`src/rtl/instruction_fetch_unit.sv`:
```
// ----------------------------------------------------------------------------
// instruction_fetch_unit
//
// Purpose:
//   Sequences a 256-word synchronous instruction ROM (one-cycle read latency)
//   for the core. Holds the program counter, drives the ROM address, tracks the
//   single outstanding ROM read, and buffers returned words in a 3-entry queue
//   that feeds the decode stage over a valid/ready handshake. Handles
//   redirects from branch/jump resolution plus start/halt control.
//
// Parameters:
//   BOOT_ADDR        PC value loaded on reset.
//   DEPTH            instruction queue entries; the design assumes exactly 3.
//
// Ports:
//   clock            single clock, all registers update on the rising edge
//   reset            synchronous, active-high
//   start            pulse: in IDLE or HALT, begin fetching from the current PC
//   halt             pulse: in RUN, stop issuing new fetches
//   rom_address      ROM address, driven directly from the PC register
//   rom_instruction  ROM data, valid one cycle after the address is sampled
//   redirect_valid   branch/jump taken this cycle
//   redirect_target  new PC for the redirect
//   inst_valid       queue head is valid
//   inst_ready       decode accepts the head this cycle
//   inst_data        head instruction word
//   inst_pc          address of the head instruction
//   busy             state is RUN or a fetch is still in flight
// ----------------------------------------------------------------------------
module instruction_fetch_unit #(
   parameter logic [7:0]  BOOT_ADDR = 8'd0,
   parameter int unsigned DEPTH     = 3
) (
   input  logic       clock,
   input  logic       reset,
   input  logic       start,
   input  logic       halt,
   output logic [7:0] rom_address,
   input  logic [8:0] rom_instruction,
   input  logic       redirect_valid,
   input  logic [7:0] redirect_target,
   output logic       inst_valid,
   input  logic       inst_ready,
   output logic [8:0] inst_data,
   output logic [7:0] inst_pc,
   output logic       busy
);

   typedef enum logic [1:0] {
      S_IDLE = 2'd0,
      S_RUN  = 2'd1,
      S_HALT = 2'd2
   } state_t;

   // ------------------------------------------------------------------------
   // State
   // ------------------------------------------------------------------------
   state_t     state;
   logic [7:0] pc;          // next address to fetch
   logic [7:0] tag;         // address of the word currently in flight
   logic       inflight;    // a ROM read was issued last cycle
   logic [1:0] count;       // queue occupancy, 0..3
   logic [1:0] head;        // read pointer
   logic [1:0] tail;        // write pointer

   logic [8:0] queue_data [DEPTH];
   logic [7:0] queue_pc   [DEPTH];

   logic       do_issue;
   logic       do_enq;
   logic       do_deq;

   // Pointer advance for a 3-entry circular buffer held in 2-bit pointers.
   function automatic logic [1:0] ptr_next(input logic [1:0] ptr);
      return (ptr == 2'(DEPTH - 1)) ? 2'd0 : ptr + 2'd1;
   endfunction

   // ------------------------------------------------------------------------
   // Control decisions
   // ------------------------------------------------------------------------
   // Issue credit uses only registered occupancy and in-flight state, so a
   // same-cycle dequeue never frees a slot early and inst_ready has no path
   // into the ROM address. A redirect owns the PC this cycle, so no issue is
   // booked against the old stream.
   assign do_issue = (state == S_RUN) && !redirect_valid &&
                     (({1'b0, count} + {2'b00, inflight}) < 3'(DEPTH));

   // The returning word is dropped when a redirect lands on the same edge.
   assign do_enq   = inflight && !redirect_valid;
   assign do_deq   = inst_valid && inst_ready;

   // ------------------------------------------------------------------------
   // Outputs
   // ------------------------------------------------------------------------
   assign rom_address = pc;
   assign inst_valid  = (count != 2'd0);
   // Gate the head with valid so an empty queue presents zeros rather than
   // whatever the unreset storage happens to hold.
   assign inst_data   = inst_valid ? queue_data[head] : 9'd0;
   assign inst_pc     = inst_valid ? queue_pc[head]   : 8'd0;

   // ------------------------------------------------------------------------
   // Control FSM, PC, in-flight tracking and queue pointers
   // ------------------------------------------------------------------------
   // NOTE: sequential state uses non-blocking assignments only, so every
   // register sees the pre-edge values of its neighbours regardless of the
   // order of the statements below.
   always_ff @(posedge clock) begin
      if (reset) begin
         state    <= S_IDLE;
         busy     <= 1'b0;
         pc       <= BOOT_ADDR;
         tag      <= 8'd0;
         inflight <= 1'b0;
         count    <= 2'd0;
         head     <= 2'd0;
         tail     <= 2'd0;
      end else begin
         // busy is registered: it reflects next-cycle state and in-flight,
         // where next in-flight is exactly this cycle's issue decision.
         case (state)
            S_RUN: begin
               if (halt) begin
                  state <= S_HALT;
                  busy  <= do_issue;
               end else begin
                  busy  <= 1'b1;
               end
            end
            S_IDLE, S_HALT: begin
               if (start) begin
                  state <= S_RUN;
                  busy  <= 1'b1;
               end else begin
                  busy  <= do_issue;
               end
            end
            default: begin
               state <= S_IDLE;
               busy  <= 1'b0;
            end
         endcase

         // Redirect wins over sequential advance; the 8-bit PC wraps 255 -> 0.
         if (redirect_valid) begin
            pc <= redirect_target;
         end else if (do_issue) begin
            pc <= pc + 8'd1;
         end

         if (do_issue) begin
            tag <= pc;
         end

         // Cleared on return unless a new read goes out in the same cycle;
         // a redirect suppresses do_issue and so also kills the old read.
         inflight <= do_issue;

         if (redirect_valid) begin
            count <= 2'd0;
            head  <= 2'd0;
            tail  <= 2'd0;
         end else begin
            if (do_enq) begin
               tail <= ptr_next(tail);
            end
            if (do_deq) begin
               head <= ptr_next(head);
            end
            case ({do_enq, do_deq})
               2'b10:   count <= count + 2'd1;
               2'b01:   count <= count - 2'd1;
               default: count <= count;
            endcase
         end
      end
   end

   // ------------------------------------------------------------------------
   // Queue storage
   // ------------------------------------------------------------------------
   // NOTE: the storage array is deliberately left out of reset; occupancy and
   // pointers define which entries are meaningful, and the outputs are gated
   // by inst_valid, so clearing the array would only cost reset fan-out.
   always_ff @(posedge clock) begin
      if (do_enq) begin
         queue_data[tail] <= rom_instruction;
         queue_pc[tail]   <= tag;
      end
   end

endmodule

```
`config.mk`:
```
export PLATFORM = sky130hd
export DESIGN_NAME = instruction_fetch_unit
export DESIGN_NICKNAME = d
export VERILOG_FILES = /design/src/rtl/instruction_fetch_unit.sv
export SDC_FILE = /design/constraint.sdc
export NUM_CORES = 1
export LEC_CHECK = 0
export ABC_CLOCK_PERIOD_IN_PS = 2500
export CAP_MARGIN = 30
export CORE_MARGIN = 1.5
export CORE_UTILIZATION = 40
export CTS_BUF_LIST = sky130_fd_sc_hd__clkbuf_4 sky130_fd_sc_hd__clkbuf_8
export DETAILED_ROUTE_END_ITERATION = 7
export SLEW_MARGIN = 20
export SYNTH_ARGS = -nofsm -noshare
export SYNTH_HDL_FRONTEND = slang
export SYNTH_SLANG_ARGS = --single-unit
export TNS_END_PERCENT = 10
```
`constraint.sdc`:
```
create_clock -name clock -period 2.5 [get_ports clock]
set_input_delay 0.5 -clock clock [delete_from_list [all_inputs] [get_ports clock]]
set_output_delay 0.5 -clock clock [all_outputs]
set_load 0.03 [all_outputs]
```
==> After elaboration in Yosys (flattened, before gate mapping) <==
Memories as Yosys holds them, arrays and structs flattened. A register that Yosys moved wholly into a read port is not among the register bits.
Cells that the tools add are included.
{ "totals": {"reg_bits": 26, "mem_count": 2, "output_inout_bits": 27, "word_cells": 56, "ram_bits": 51} }
{ "classes": {"reduce_logical": 12, "magnitude_cmp": 1, "mux": 19, "add_sub_neg": 6, "eq_ne": 8} }
{ "mem_list": {"columns": ["name", "words", "width", "rd", "rd_clocked_by_memory_dff", "wr", "line", "source"], "rows": [
  ["queue_data", 3, 9, 1, 1, 1, "66", "logic [8:0] queue_data [DEPTH];"],
  ["queue_pc", 3, 8, 1, 1, 1, "67", "logic [7:0] queue_pc [DEPTH];"]
]} }
{ "ops": {"columns": ["cell", "n"], "rows": [
  ["$mux W8", 3],
  ["$mux W2", 8],
  ["$mux W9", 1],
  ["$add A8 B1 Y8 const B", 1],
  ["$eq A2 B2 Y1 const B", 4],
  ["$pmux W2 S2", 2],
  ["$add A2 B1 Y2 const B", 3],
  ["$reduce_bool A2 Y1", 3],
  ["$eq A2 B1 Y1 const B", 2],
  ["$logic_and A1 B1 Y1", 4],
  ["$mux W1", 4],
  ["$ne A2 B2 Y1 const B", 2],
  ["$reduce_or A2 Y1", 2],
  ["$add A2 B1 Y3", 1],
  ["$lt A3 B2 Y1 const B", 1],
  ["$logic_not A2 Y1", 1],
  ["$pmux W1 S2", 1],
  ["$reduce_and A2 Y1", 1],
  ["$sub A2 B1 Y2 const B", 1],
  ["$logic_not A1 Y1", 1]
]} }

==> Depth between registers and ports, before layout <==
Gate-level depths: netlist (run 1).
{ "logic_depth": {"ltp_word": 5, "mapped_depth": 6} }

==> Least setup slack after synthesis (run 1) <==
Ideal clock, no wire load.
{ "synth_path": {"path_kind": "in2reg", "from": "input port redirect_valid", "to": "memory queue_data[2][0], enable pin", "n_path_buf": 0, "cell_stages": 3, "t_required_ps": 2084, "arrival_ps": 2043, "path_slack_ps": 41, "cell_sequence": "inv_1 > nand2_1 > nor3b_1"} }
{ "synth_via": {"elab_chain_len": 4} }
{ "synth_lines": {"columns": ["element", "line", "source"], "rows": [
  ["from (decl)", "40", "input logic redirect_valid,"],
  ["$logic_not A1 Y1", "89", "assign do_enq = inflight && !redirect_valid;"],
  ["$logic_and A1 B1 Y1", "89", null],
  ["$mux W1", "186", "if (do_enq) begin"],
  ["$mux W1 (implied by the code)", "187", "queue_data[tail] <= rom_instruction;"],
  ["to (decl)", "66", null]
]} }
No other way between the ends.

==> Worst setup path after layout (run 1) <==
{ "layout_path": {"from": "register count[0]", "to": "output port inst_valid"} }
{ "layout_via": {"elab_chain_len": 1} }
{ "layout_lines": {"columns": ["element", "line", "source"], "rows": [
  ["from (decl)", "62", "logic [1:0] count;"],
  ["from (signal assigned)", "171", "2'b10: count <= count + 2'd1;"],
  ["from (signal assigned)", "172", "2'b01: count <= count - 2'd1;"],
  ["from (signal assigned)", "173", "default: count <= count;"],
  ["$reduce_bool A2 Y1", "96", "assign inst_valid = (count != 2'd0);"],
  ["to (decl)", "42", "output logic inst_valid,"]
]} }
No other way between the ends.

==> implementation parameters, run 1 <==
Parameter                              Value

Setup path
  Worst setup path startpoint    count[0]
  Class of the most critical setup path    flip-flop to primary output
  Reg2Reg Launch Point    inflight
  Critical path data required time    2000 ps
  Endpoint of the lowest-slack register-to-register path    rom_address[2]
  Worst EP arrival    1790 ps
  Crit Path Max Fanout    18
  Cell depth of the worst flop-to-flop path    5
  Endpoint class of the critical path    primary output
  FF-to-FF setup slack    450 ps
  Critical Path Source Type    flip-flop

CTS
  Clock tree from TritonCTS    yes
  Clock Pin Slew Worst Setup and Hold Paths    90 ps
  Clock buffers created by TritonCTS    9
  Deepest clock path buffer count    2
  Setup bufs post-CTS    0
  Clock sinks    79
  Worst-Skew Late Latency    340 ps
  CTS HTree Levels    3
  Cell chosen for the clock root    sky130_fd_sc_hd__clkbuf_8

GRT
  Global-route usage over all layers    15.8%
  Number of global-route vias before repair    2142
  GRT overflow    0
  Global-route wire length before repair    10.7 mm
  Antenna violations before repair    0
  Pin count of the biggest net entering global routing    23

Synth
  Share of synthesized area spent on multiplexers    10.9%
  Sequential fraction of the synthesis area    62.8%
  Number of synthesized register bits    79
  Area fraction of the dominant cell type after synthesis    46.0%
  Synthesized cell area    3330 µm²
  Top post-synthesis cells by area    sky130_fd_sc_hd__edfxtp_1 46%, sky130_fd_sc_hd__dfxtp_1 17%, sky130_fd_sc_hd__mux2i_1 5.1%
  Largest area contributor in the synthesized netlist    sky130_fd_sc_hd__edfxtp_1
  Number of warnings reported in the yosys synthesis log    0
  Most repeated cell in the gate-level netlist after synthesis    sky130_fd_sc_hd__edfxtp_1
  Number of library cell types mapped by synthesis    42
  Post-Syn Instances    262
  Top cells by count, synth    51 x sky130_fd_sc_hd__edfxtp_1, 30 x sky130_fd_sc_hd__nor2_1, 28 x sky130_fd_sc_hd__dfxtp_1, 17 x sky130_fd_sc_hd__a21oi_1, 17 x sky130_fd_sc_hd__mux2i_1
  Post-synthesis adder-cell area fraction    1.50%
  Post-synth top flop    sky130_fd_sc_hd__edfxtp_1
  Mean instance size in the synthesized netlist    12.7 µm²
  Number of flops mapped to enable cells by yosys    51
  XOR/XNOR share of the synthesized area    0.526%
  Largest family of logic cells by synthesized area    simple AND/OR/NAND/NOR gates
  Fraction of registers with async set or reset after synthesis    0%
  Synthesized-area fraction occupied by ao, oa, aoi and oai cells    8.90%
  Simple-gate share of the synthesized area    12.6%
  Total nets after synthesis    289

STA
  Post-route setup slack    211 ps
  Period minus WS final    2290 ps
  Slew Viols, Final    0
  Transition at the pin with the smallest max-transition slack    326 ps
  Post-route clock period utilization    91.6%
  Final hold vios    0
  Max frequency    0.437 GHz
  Max-slew headroom at the worst pin    77.7%
  Final setup violation count    0
  Final total negative setup slack    0 ps
  Post-route clock skew    7.31 ps
  RSZ-0062 raised after global routing    no

Placed design
  Port buffer count    49
  Post-Place Setup Slack    340 ps
  GP Congestion    0.766
  Hpwl dp    4.23 mm
  Cell count after placement    412

Detailed routing
  Number of vias per cell after detailed routing    5.20
  Antenna violation net count after detailed routing    0
  Post-route DRC violation count    0
  Post-detailed-route wirelength per cell    14.9 µm
  Total number of vias    2224
  Iter 0 DRT Violations    79
  Total routed wirelength    6.39 mm
  Number of iterations in the first detailed-routing pass    4

Min path
  Worst hold path startpoint    tag[3]
  Endpoint of the worst hold-timing path    queue_pc[0][3]
  WHS Path Cells    0
  Path category of the worst min-delay check    flip-flop to flip-flop

Final layout
  Antenna diodes    0
  Net count, final    345
  Layout Area Growth over Synthesis    26.4%
  Post-Layout Cell Count    428
  Fraction of layout instances using a drive strength above 1    14.9%

Die
  Die Span Y    94.3 µm
  Die Footprint    8890 µm²
  Horizontal die dimension    94.3 µm
  Number of placement rows    33
  Core Region    8130 µm²
  Starting density of the core    41.0%
  Number of top-level pins    50

Power
  VDD IR-drop max    333 µV
  Total Power Consumption    2.44 mW
  Standby leakage power    1.65 nW
  Power density relative to cell area    580 nW/µm²

Job
  Reported max-cap violation count    0

Run status
  Run status    finished clean
-- per-stage QoR --
stage	util [%]	hold WS (ps)	cell area, µm²
2_1_floorplan	-	443	3330
3_3_place_gp	49.3	456	4010
3_5_place_dp	49.3	463	4010
4_1_cts	51.5	477	4190
5_1_grt	51.8	495	4210
6_report	51.8	471	4210
-- logic make-up after synthesis --
| group | Yosys count |
|---|---|
| adder cells (fa/ha/maj) | 4 |
| AO/OA/AOI/OAI | 45 |
| XOR/XNOR | 2 |
| AND/OR/NAND/NOR | 75 |
| buffers and inverters | 23 |
| multiplexers | 34 |
| flip-flops | 79 |
-- power breakdown --
part / switching [mW] / total [mW] / internal [mW] / leakage (nW)
combinational: 0.0892 / 0.170 / 0.0810 / 0.855
clock: 0.481 / 0.849 / 0.369 / 0.0843
sequential: 0.0241 / 1.42 / 1.40 / 0.707
total: 0.594 / 2.44 / 1.85 / 1.65
-- registers in the layout (all words and copies together) (netlist names), named ones only --
| register | count |
|---|---|
| state | 2 |
| rom_address | 8 |
| count | 2 |
| queue_pc | 24 |
| head | 2 |
| inflight | 1 |
| queue_data | 27 |
| tail | 2 |
| busy | 1 |
| tag | 8 |
-- worst max-delay path by stage --
stage / to / slack [ps] / depth (start not counted)
floorplan: queue_data[2][0] / 40 / 3
global placement: inst_pc[7] / 340 / 5
detailed placement: inst_pc[3] / 340 / 5
CTS: inst_data[8] / 1 / 5
global route: inst_pc[5] / 120 / 5
finish: inst_valid / 210 / 4
-- what timing repair did --
action / 4_1_cts / 5_1_grt
hold buffers: 0 / 0
setup endpoints to repair: 5 / 11
cloned: 0 / 0
resized for setup: 5 / 11
-- worst max-delay path, cell delays in order, from the launching register on --
cell and delay (ps):
sky130_fd_sc_hd__dfxtp_1 430, sky130_fd_sc_hd__nor2_1 80, sky130_fd_sc_hd__buf_4 200, sky130_fd_sc_hd__inv_1 60, sky130_fd_sc_hd__clkdlybuf4s50_1 660
-- area by class of cell --
cell class              instances  area, µm²
clock buffers                   9        124
clock inverters                 7       53.8
fillers                       713       3920
inverters                       7       26.3
multi-input cells             160       1160
flip-flops and latches         79       2090
well taps                     105        131
repair buffers                 61        624
-- per-layer routing --
metal	global-route usage, %	share of wire [%]	up-vias
li1	-	-	1109
met1	22.0	49	1034
met2	23.7	43	71
met3	3.24	5.5	10
met4	6.72	2.0	0
met5	0	0	-
-- cell usage in the layout, fill, tap and decap left out, types with 4 or more instances in the layout --
cell and count:
sky130_fd_sc_hd__ha_1 4, sky130_fd_sc_hd__nor2_1 30, sky130_fd_sc_hd__edfxtp_1 51, sky130_fd_sc_hd__mux2i_1 17, sky130_fd_sc_hd__mux2_2 11, sky130_fd_sc_hd__clkdlybuf4s50_1 32, sky130_fd_sc_hd__dlygate4sd2_1 5, sky130_fd_sc_hd__buf_4 11
sky130_fd_sc_hd__dfxtp_1 28, sky130_fd_sc_hd__nand4_1 10, sky130_fd_sc_hd__inv_1 6, sky130_fd_sc_hd__o31ai_1 11, sky130_fd_sc_hd__a21oi_1 17, sky130_fd_sc_hd__mux2_1 6, sky130_fd_sc_hd__nand2_1 5, sky130_fd_sc_hd__a311oi_1 6
sky130_fd_sc_hd__clkbuf_8 9, sky130_fd_sc_hd__dlymetal6s2s_1 11, sky130_fd_sc_hd__nand3b_1 5
Power figures use the tool's default switching activity.
==> run 2: changes to the inputs <==
--- a/config.mk
+++ b/config.mk
@@ -7,7 +7,7 @@
 export LEC_CHECK = 0
 export ABC_CLOCK_PERIOD_IN_PS = 2500
 export CAP_MARGIN = 30
-export CORE_MARGIN = 1.5
+export CORE_MARGIN = 2
 export CORE_UTILIZATION = 40
 export CTS_BUF_LIST = sky130_fd_sc_hd__clkbuf_4 sky130_fd_sc_hd__clkbuf_8
 export DETAILED_ROUTE_END_ITERATION = 7
==> implementation parameters, run 2 (synthesized netlist as in run 1, its figures left out) <==
Parameter                              Value

Run status
  Run status    finished clean

Placed design
  Post-Place Setup Slack    340 ps (-0.122 ps)
  Post-placement cell area    4020 µm² (+0.19%)
  Cell count after placement    413 (+0.24%)
  GP Congestion    0.766 (about the same)
  Port buffer count    49 (unchanged)
  Hpwl dp    4.22 mm (-0.43%)

GRT
  Antenna violations before repair    0 (unchanged)
  Number of global-route vias before repair    2184 (+2.0%)
  Pin count of the biggest net entering global routing    23 (unchanged)
  GRT overflow    0 (unchanged)
  Global-route wire length before repair    10.5 mm (-2.3%)
  Global-route usage over all layers    15.3% (-0.47 points)

Final layout
  Net count, final    346 (+0.29%)
  Most frequent standard cell in the layout excluding fill and tap cells    sky130_fd_sc_hd__edfxtp_1
  Post-Layout Cell Count    429 (+0.23%)
  Layout Area Growth over Synthesis    26.4% (about the same)
  Largest registers    queue_data (27), queue_pc (24)
  Core Util, Final    51.8% (about the same)
  Most flops, register    queue_data
  Total of fill cells in the finished design    737 (+3.4%)
  Multi-input gate area in the final layout    1160 µm² (unchanged)
  Antenna diodes    0 (unchanged)
  Final Instance Area    4210 µm² (about the same)
  Fraction of layout instances using a drive strength above 1    15.1% (+0.26 points)
  Sequential Area    2090 µm² (unchanged)
  Highest-count cells in the layout ignoring fill and taps    51 x sky130_fd_sc_hd__edfxtp_1, 32 x sky130_fd_sc_hd__clkdlybuf4s50_1, 30 x sky130_fd_sc_hd__nor2_1, 28 x sky130_fd_sc_hd__dfxtp_1
  Max FFs per register    27 (unchanged)

Detailed routing
  Uppermost routed layer    met4
  Number of vias per cell after detailed routing    5.23 (+0.71%)
  Number of iterations in the first detailed-routing pass    4 (unchanged)
  Wl on met1    2.99 mm (-5.0%)
  Post-detailed-route wirelength per cell    14.9 µm (-0.31%)
  Iter 0 DRT Violations    90 (+14%)
  Met2 Wirelength    3.02 mm (+9.1%)
  Total routed wirelength    6.39 mm (about the same)
  Routed met3 length    272 µm (-23%)
  Antenna violation net count after detailed routing    0 (unchanged)
  Total number of vias    2245 (+0.94%)
  Post-route DRC violation count    0 (unchanged)

CTS
  Deepest clock path buffer count    2 (unchanged)
  Clock Pin Slew Worst Setup and Hold Paths    70 ps (-20 ps)
  Clock sinks    79 (unchanged)
  Worst-Skew Late Latency    340 ps (about the same)
  Cell chosen for the clock root    sky130_fd_sc_hd__clkbuf_8
  Cts-stage hold buffer count    0 (unchanged)
  Clock buffers created by TritonCTS    9 (unchanged)
  CTS HTree Levels    3 (unchanged)
  Setup bufs post-CTS    0 (unchanged)
  Clock tree from TritonCTS    yes

Power
  Proportion of total power due to net switching    21.6% (-2.7 points)
  Fraction of power consumed by sequential logic    57.2% (-1.1 points)
  Internal Pwr Total    1.96 mW (+5.8%)
  Power density relative to cell area    593 nW/µm² (+2.2%)
  Share of total power in the clock network    36.1% (+1.3 points)
  Switching component of the power    0.539 mW (-9.3%)
  VDD IR-drop max    237 µV (-29%)
  Proportion of power drawn by combinational gates    6.8% (-0.2 points)
  Standby leakage power    1.60 nW (-2.8%)

STA
  RSZ-0062 raised after global routing    no
  Period minus WS final    2280 ps (-5.99 ps)
  Post-route clock period utilization    91.3% (-0.24 points)
  Final total negative setup slack    0 ps (unchanged)
  Max-slew headroom at the worst pin    78.3% (+0.58 points)
  Slew Viols, Final    0 (unchanged)
  Final hold vios    0 (unchanged)
  Transition at the pin with the smallest max-transition slack    318 ps (-8.54 ps)
  Max frequency    0.438 GHz (+0.26%)
  Final setup violation count    0 (unchanged)
  Post-route clock skew    6.94 ps (-0.365 ps)
  Post-route setup slack    217 ps (+5.99 ps)

Die
  Horizontal die dimension    95.3 µm (+1.1%)
  Die Footprint    9080 µm² (+2.1%)
  Number of placement rows    33 (unchanged)
  Die Span Y    95.3 µm (+1.1%)
  Core Region    8130 µm² (unchanged)
  Number of top-level pins    50 (unchanged)
  Starting density of the core    41.0% (unchanged)

Setup path
  Endpoint class of the critical path    primary output
  Critical Path Source Type    flip-flop
  Crit Path Max Fanout    18 (unchanged)
  Critical path data required time    2000 ps (about the same)
  Worst EP arrival    1780 ps (about the same)
  Class of the most critical setup path    flip-flop to primary output

Job
  Reported max-cap violation count    0 (unchanged)

Min path
  Path category of the worst min-delay check    flip-flop to flip-flop
[run 2: per-stage QoR]
step,hold WS [ps],power (mW)
after floorplan,443,1.54
after global placement,461,1.62
after detailed placement,477,1.62
after CTS,489,2.52
after global routing,506,2.59
final,482,2.50
[run 2: path summary, 6_finish.rpt]
| check | slack, ps | cells after the start | start | to |
|---|---|---|---|---|
| max | 220 | 4 | count[0] | inst_valid |
| min | 480 | 2 | head[1] | flip-flop |
| max reg2reg | 440 | 5 | inflight | rom_address[2] |
| min reg2reg | 480 | 2 | head[1] | flip-flop |
[run 2: power groups by stage]
stage | Clock (mW) | Sequential, mW | Combinational (mW)
after floorplan | 0 | 1.47 | 0.0690
after global placement | 0 | 1.46 | 0.168
after detailed placement | 0 | 1.46 | 0.169
after CTS | 0.921 | 1.43 | 0.169
after global routing | 0.976 | 1.43 | 0.185
final | 0.900 | 1.43 | 0.169
[run 2: timing repair]
item	CTS	global route
resized for setup	10	6
pin swaps	0	0
endpoints found under the setup margin	10	6
[run 2: critical path, stage by stage (launching register included)]
cell,delay (ps)
sky130_fd_sc_hd__dfxtp_1,430
sky130_fd_sc_hd__nor2_1,70
sky130_fd_sc_hd__buf_4,210
sky130_fd_sc_hd__inv_1,70
sky130_fd_sc_hd__clkdlybuf4s50_1,660
[run 2: layout make-up]
class | instances | share of cell area, %
clock buffers | 11 | 3.30
clock inverters | 5 | 1.16
inverters | 7 | 0.624
multi-input cells | 160 | 27.6
flip-flops and latches | 79 | 49.7
well taps | 105 | 3.12
repair buffers | 62 | 14.6
[run 2: per-layer routing]
layer | global-route usage [%] | up-vias
met3 | 3.48 | 10
met5 | 0 | -
met2 | 24.8 | 58
met4 | 6.88 | 0
met1 | 19.6 | 1070
li1 | - | 1107
